[config.mk]
export PLATFORM = sky130hd
export DESIGN_NAME = event_scheduler_flat
export DESIGN_NICKNAME = d
export VERILOG_FILES = /design/src/rtl/snn_pkg.sv /design/src/rtl/event_scheduler_if.sv /design/src/rtl/event_scheduler.sv /design/src/flat_wrapper.sv
export SDC_FILE = /design/constraint.sdc
export NUM_CORES = 1
export LEC_CHECK = 0
export CAP_MARGIN = 20
export CORE_MARGIN = 1.5
export CORE_UTILIZATION = 40
export DETAILED_ROUTE_END_ITERATION = 8
export PLACE_DENSITY = 0.73
export SLEW_MARGIN = 10
export SYNTH_ARGS = -nofsm -noshare
export SYNTH_HDL_FRONTEND = slang
export SYNTH_SLANG_ARGS = --single-unit
[constraint.sdc]
create_clock -name clock -period 1.9 [get_ports clock]
set_clock_uncertainty 0.1 [all_clocks]
set_input_delay 0.38 -clock clock [delete_from_list [all_inputs] [get_ports clock]]
set_output_delay 0.38 -clock clock [all_outputs]
set_load 0.05 [all_outputs]
[src/rtl/snn_pkg.sv]
// rtl/snn_pkg.sv - shared SNN sizing parameters and scheduler state type
package snn_pkg;

    localparam int N_PE   = 16;
    localparam int N_IN   = 16;
    localparam int ADDR_W = $clog2(N_IN * N_PE);
    localparam int IN_W   = (N_IN > 1) ? $clog2(N_IN) : 1;
    localparam int IDX_W  = (N_PE > 1) ? $clog2(N_PE) : 1;

    typedef enum logic [2:0] {
        S_IDLE  = 3'd0,
        S_FETCH = 3'd1,
        S_DRAIN = 3'd2,
        S_ACCUM = 3'd3,
        S_STEP  = 3'd4
    } sched_state_t;

    function automatic bit is_pow2(input int value);
        return (value > 0) && ((value & (value - 1)) == 0);
    endfunction

endpackage

[src/rtl/event_scheduler_if.sv]
// rtl/event_scheduler_if.sv - event, weight-memory and PE-array signals of the scheduler
interface event_scheduler_if;
    import snn_pkg::*;

    logic              event_valid;
    logic [IN_W-1:0]   event_addr;
    logic              event_ready;
    logic              timestep_end;
    logic [ADDR_W-1:0] weight_raddr;
    logic [N_PE-1:0]   weight_pe_w_en;
    logic              accum_en;
    logic              spike_done;
    logic              busy;
    logic [15:0]       event_count;

    // Sensor/timestep side: drives events, observes the scheduler
    modport master (
        output event_valid, event_addr, timestep_end,
        input  event_ready, weight_raddr, weight_pe_w_en, accum_en,
               spike_done, busy, event_count
    );

    // Scheduler side
    modport slave (
        input  event_valid, event_addr, timestep_end,
        output event_ready, weight_raddr, weight_pe_w_en, accum_en,
               spike_done, busy, event_count
    );

endinterface

[src/rtl/event_scheduler.sv]
// rtl/event_scheduler.sv - sequences weight fetch, PE load, accumulate and timestep close
module event_scheduler
    import snn_pkg::*;
(
    input  logic              clock,
    input  logic              reset_n,
    event_scheduler_if.slave  bus
);

    generate
        if (!is_pow2(N_PE) || (N_IN < 1)) begin : g_param_check
            $error("event_scheduler: N_PE must be a power of 2 and N_IN >= 1");
        end
    endgenerate

    localparam logic [IDX_W-1:0] LAST_IDX = IDX_W'(N_PE - 1);

    sched_state_t      state;
    sched_state_t      state_nxt;
    logic [IDX_W-1:0]  j_q;
    logic [IN_W-1:0]   addr_q;
    logic              pipe_valid;
    logic [IDX_W-1:0]  pipe_idx;
    logic              step_pending;
    logic [15:0]       event_count_q;

    logic              ready_c;
    logic [ADDR_W-1:0] raddr_c;
    logic              accum_c;
    logic              spike_c;
    logic              accept;

    // Next-state and per-state strobes
    always_comb begin
        state_nxt = state;
        ready_c   = 1'b0;
        raddr_c   = '0;
        accum_c   = 1'b0;
        spike_c   = 1'b0;
        case (state)
            S_IDLE: begin
                ready_c = !step_pending && !bus.timestep_end;
                if (step_pending || bus.timestep_end) begin
                    state_nxt = S_STEP;
                end else if (bus.event_valid) begin
                    state_nxt = S_FETCH;
                end
            end
            S_FETCH: begin
                raddr_c = ADDR_W'({addr_q, j_q});
                if (j_q == LAST_IDX) begin
                    state_nxt = S_DRAIN;
                end
            end
            S_DRAIN: begin
                // Wait for the final weight to leave the read pipeline
                if (pipe_valid && (pipe_idx == LAST_IDX)) begin
                    state_nxt = S_ACCUM;
                end
            end
            S_ACCUM: begin
                accum_c   = 1'b1;
                state_nxt = S_IDLE;
            end
            S_STEP: begin
                spike_c   = 1'b1;
                state_nxt = S_IDLE;
            end
            default: state_nxt = S_IDLE;
        endcase
    end

    assign accept = (state == S_IDLE) && bus.event_valid && ready_c;

    // State register
    always_ff @(posedge clock) begin
        if (!reset_n) begin
            state <= S_IDLE;
        end else begin
            state <= state_nxt;
        end
    end

    // Weight index, latched event address and the 1-cycle memory read pipeline
    always_ff @(posedge clock) begin
        if (!reset_n) begin
            j_q        <= '0;
            addr_q     <= '0;
            pipe_valid <= 1'b0;
            pipe_idx   <= '0;
        end else begin
            if (accept) begin
                j_q    <= '0;
                addr_q <= bus.event_addr;
            end else if (state == S_FETCH) begin
                j_q <= j_q + 1'b1;
            end
            pipe_valid <= (state == S_FETCH);
            pipe_idx   <= j_q;
        end
    end

    // Deferred timestep close and per-timestep event counter
    always_ff @(posedge clock) begin
        if (!reset_n) begin
            step_pending  <= 1'b0;
            event_count_q <= '0;
        end else begin
            if (state == S_STEP) begin
                // A pulse landing on the STEP cycle itself opens a new pending close
                step_pending <= bus.timestep_end;
            end else if ((state != S_IDLE) && bus.timestep_end) begin
                step_pending <= 1'b1;
            end
            if (state == S_STEP) begin
                event_count_q <= '0;
            end else if (accept && (event_count_q != 16'hFFFF)) begin
                event_count_q <= event_count_q + 16'd1;
            end
        end
    end

    // Outputs are forced low while reset is held
    assign bus.event_ready    = reset_n && ready_c;
    assign bus.weight_raddr   = reset_n ? raddr_c : '0;
    assign bus.weight_pe_w_en = (reset_n && pipe_valid) ? (N_PE'(1) << pipe_idx) : '0;
    assign bus.accum_en       = reset_n && accum_c;
    assign bus.spike_done     = reset_n && spike_c;
    assign bus.busy           = reset_n && (state != S_IDLE);
    assign bus.event_count    = reset_n ? event_count_q : 16'd0;

endmodule

[src/flat_wrapper.sv]
// flat-port wrapper written by rule: the top's interface ports become plain ports
module event_scheduler_flat import snn_pkg::*;
  (clock, reset_n, bus_event_valid, bus_event_addr, bus_timestep_end, bus_event_ready, bus_weight_raddr, bus_weight_pe_w_en, bus_accum_en, bus_spike_done, bus_busy, bus_event_count);
  event_scheduler_if bus_i ();
  input  logic clock;
  input  logic reset_n;
  input wire logic [$bits(bus_i.event_valid)-1:0] bus_event_valid;
  input wire logic [$bits(bus_i.event_addr)-1:0] bus_event_addr;
  input wire logic [$bits(bus_i.timestep_end)-1:0] bus_timestep_end;
  output wire logic [$bits(bus_i.event_ready)-1:0] bus_event_ready;
  output wire logic [$bits(bus_i.weight_raddr)-1:0] bus_weight_raddr;
  output wire logic [$bits(bus_i.weight_pe_w_en)-1:0] bus_weight_pe_w_en;
  output wire logic [$bits(bus_i.accum_en)-1:0] bus_accum_en;
  output wire logic [$bits(bus_i.spike_done)-1:0] bus_spike_done;
  output wire logic [$bits(bus_i.busy)-1:0] bus_busy;
  output wire logic [$bits(bus_i.event_count)-1:0] bus_event_count;
  assign bus_i.event_valid = bus_event_valid;
  assign bus_i.event_addr = bus_event_addr;
  assign bus_i.timestep_end = bus_timestep_end;
  assign bus_event_ready = bus_i.event_ready;
  assign bus_weight_raddr = bus_i.weight_raddr;
  assign bus_weight_pe_w_en = bus_i.weight_pe_w_en;
  assign bus_accum_en = bus_i.accum_en;
  assign bus_spike_done = bus_i.spike_done;
  assign bus_busy = bus_i.busy;
  assign bus_event_count = bus_i.event_count;
  event_scheduler u_core (.clock(clock), .reset_n(reset_n), .bus(bus_i));
endmodule
==> flow_summary.json <==
{
  "hold_end": "u_core.state[2]",
  "yosysSeqAreaShare_pct": 36.7,
  "clock_path_buffers": 2,
  "leakagePower_nw": 1.23,
  "ys_ff_latch": 33,
  "cts_buffers": 5,
  "io_buffer_count": 51,
  "powerDensity_nw_per_um2": 444,
  "ff2ff_path_depth": 4,
  "vias_per_cell": 5.68,
  "slew-limit-headroom_pct": 69.0,
  "ios": 52,
  "required_ns": 1.42,
  "cp_max_fo": 6,
  "whs_path_depth": 4,
  "rsz0062_at_grt": "yes",
  "dp_hpwl_um": 3410,
  "final_hold_viol_count": 0,
  "worstMarginPinSlew_ns": 0.464,
  "wl_met2_um": 3020,
  "die_x_um": 70.0,
  "wire_per_inst_um": 16.3,
  "setup_violations": 11,
  "synth_edf_count": 0,
  "via_count": 2034,
  "async_flop_share_pct": 0,
  "finalWirelength_um": 5840,
  "startpoint_type": "register",
  "clock-sinks": 33,
  "violations": "negative setup slack",
  "firstDrtPassIters": 4,
  "crit_arrival_ns": 1.53,
  "ff2ff_setup_slack_ns": -0.03,
  "yosysWarnings": 0,
  "syn_inst": 225,
  "clk-insertion-delay-late_ns": 0.28,
  "worst_hold_startpoint": "reset_n",
  "drive_gt1_share_pct": 46.1,
  "drt_iter0_markers": 143,
  "rr_endpoint": "u_core.event_count_q[12]",
  "syn_nets": 235,
  "synthToLayoutAreaGrowth_pct": 88.8,
  "h-tree-depth": 2,
  "vdd_drop_max_mv": 0.320,
  "hold_slack_ns": 0.350,
  "die_h_um": 70.0,
  "drc": 0,
  "top_layer_used": "met4",
  "endpoint_kind": "primary output",
  "path_clk_slew_ns": 0.07,
  "hp-class": "in -> reg",
  "finalMaxSlewViolations": 0,
  "r2r_start": "u_core.event_count_q[4]",
  "critPathKind": "reg -> out",
  "final_nets": 315,
  "hold_buffers": 0,
  "period_share_pct": 106,
  "syn-cell-area_um2": 1800,
  "grt_pass1_vias": 1846,
  "track_usage_pct": 21.0,
  "root_buffer": "clkbuf_8",
  "initial_core_util_pct": 41.3,
  "synth_flop_cell": "dfxtp_1",
  "drv_cap": 0,
  "met3_wirelength_um": 273,
  "place_ws_ns": -0.371,
  "grt_first_pass_wirelength_um": 8320,
  "setup_ws_ns": -0.115,
  "wl_met1_um": 2430,
  "ant_nets": 0,
  "grt_max_degree": 24,
  "fin_crit_ns": 2.01,
  "core_um2": 4350,
  "fmax_ghz": 0.496,
  "rows": 24,
  "cts_tree": "built",
  "grt.overflow.total": 0,
  "dieArea_um2": 4910,
  "synth_cell_types": 36,
  "status": "finished with violations",
  "synth_area_per_cell_um2": 7.99,
  "n_antenna_cell": 0,
  "gp_congestion": 0.818,
  "grt_antenna_before_repair": 0
}
-- worst max-delay path by stage --
stage | from | endpoint | slack (ns) | depth (start not counted)
floorplan | reset_n | bus_weight_pe_w_en[3] | -0.18 | 5
global placement | reset_n | bus_event_ready | -0.33 | 5
detailed placement | reset_n | bus_weight_pe_w_en[3] | -0.37 | 7
CTS | u_core.state[1] | bus_event_ready | -0.11 | 3
global route | u_core.state[1] | bus_weight_raddr[7] | -0.15 | 5
finish | u_core.state[1] | bus_weight_raddr[4] | -0.11 | 5
-- layout by cell type, fill, tap and decap left out, drive strengths merged, types with 3 or more instances in the layout --
master	Yosys	routed
dfxtp	33	33
o21ai	3	3
or3	4	4
nand2b	3	3
a21oi	21	21
inv	3	3
nand3	9	9
clkdlybuf4s50	0	4
nand4	8	8
nor2b	3	3
and4	3	3
nor3b	3	3
nor2	22	22
and3	8	8
and2	23	23
nand2	20	20
nor3	10	10
or4	13	13
o31ai	12	12
buf	4	79
clkbuf	8	8
-- flip-flops by register name (all words and copies together), names as in the netlist --
signal,flops
u_core.pipe_idx,4
u_core.step_pending,1
u_core.pipe_valid,1
u_core.event_count_q,16
u_core.addr_q,4
u_core.j_q,4
u_core.state,3
-- kinds of logic (layout without fill, tap and decap cells) --
family | after synthesis | after routing | share of synthesized area [%]
buffers and inverters | 15 | 96 | 3.90
AOI/OAI and AO/OA | 40 | 40 | 13.6
DFF | 33 | 33 | 36.7
and+or+nand+nor | 131 | 131 | 42.4
adders and majority gates | 2 | 2 | 1.39
xor gates and xnor gates | 3 | 3 | 1.46
muxes | 1 | 1 | 0.557
-- metal layers --
metal	track usage, %	vias up
li1	-	971
met1	25.8	973
met2	35.9	80
met3	4.76	10
met4	7.91	0
met5	0	-
-- through the flow --
stage	util, %	cell area (um^2)	TNS [ns]	power (mW)	cells
after floorplan	-	1860	-0.855	0.855	225
after global placement	68.5	2980	-9.60	0.945	336
after detailed placement	68.5	2980	-11.17	0.950	336
after CTS	74.0	3220	-0.495	1.48	352
after global routing	78.0	3390	-1.68	1.55	358
final	78.0	3390	-0.922	1.51	358
-- cells in the mapped netlist, types with 7 or more instances --
| cell | instances | area share (%) |
|---|---|---|
| o31ai_1 | 12 | 5.0 |
| dfxtp_1 | 33 | 37 |
| nor3_1 | 9 | 2.5 |
| nor2_1 | 22 | 4.6 |
| a21oi_1 | 21 | 5.8 |
| nand4_1 | 7 | 2.4 |
| or4_1 | 13 | 5.4 |
| and3_1 | 8 | 2.8 |
| clkbuf_1 | 8 | 1.7 |
| nand3_1 | 9 | 2.5 |
| and2_1 | 23 | 8.0 |
| nand2_1 | 19 | 4.0 |
-- final cells by class --
| cell class | instances | area (um^2) |
|---|---|---|
| multi-input combinational | 177 | 1300 |
| timing repair buffer | 85 | 1250 |
| fill | 255 | 960 |
| sequential | 33 | 683 |
| clock buffer | 8 | 80.1 |
| tap | 52 | 65.1 |
| inverter | 3 | 11.3 |
-- worst max-delay path, stage by stage (launching register included) --
cell,delay (ns)
dfxtp_4,0.36
buf_6,0.13
nor3b_4,0.27
buf_6,0.16
and3_4,0.19
buf_12,0.13
-- repair_timing --
item,CTS,global route
hold endpoints to repair,0,0
endpoints found under the setup margin,45,38
buffers inserted,7,6
pin swaps,4,14
gates resized for setup,36,33
gates cloned,1,0
-- power breakdown --
part	switching, mW	internal, mW	total (mW)
combinational	0.144	0.133	0.276
sequential	0.0209	0.706	0.727
clock	0.245	0.260	0.505
total	0.409	1.10	1.51
(Power assumes the default switching activity.)
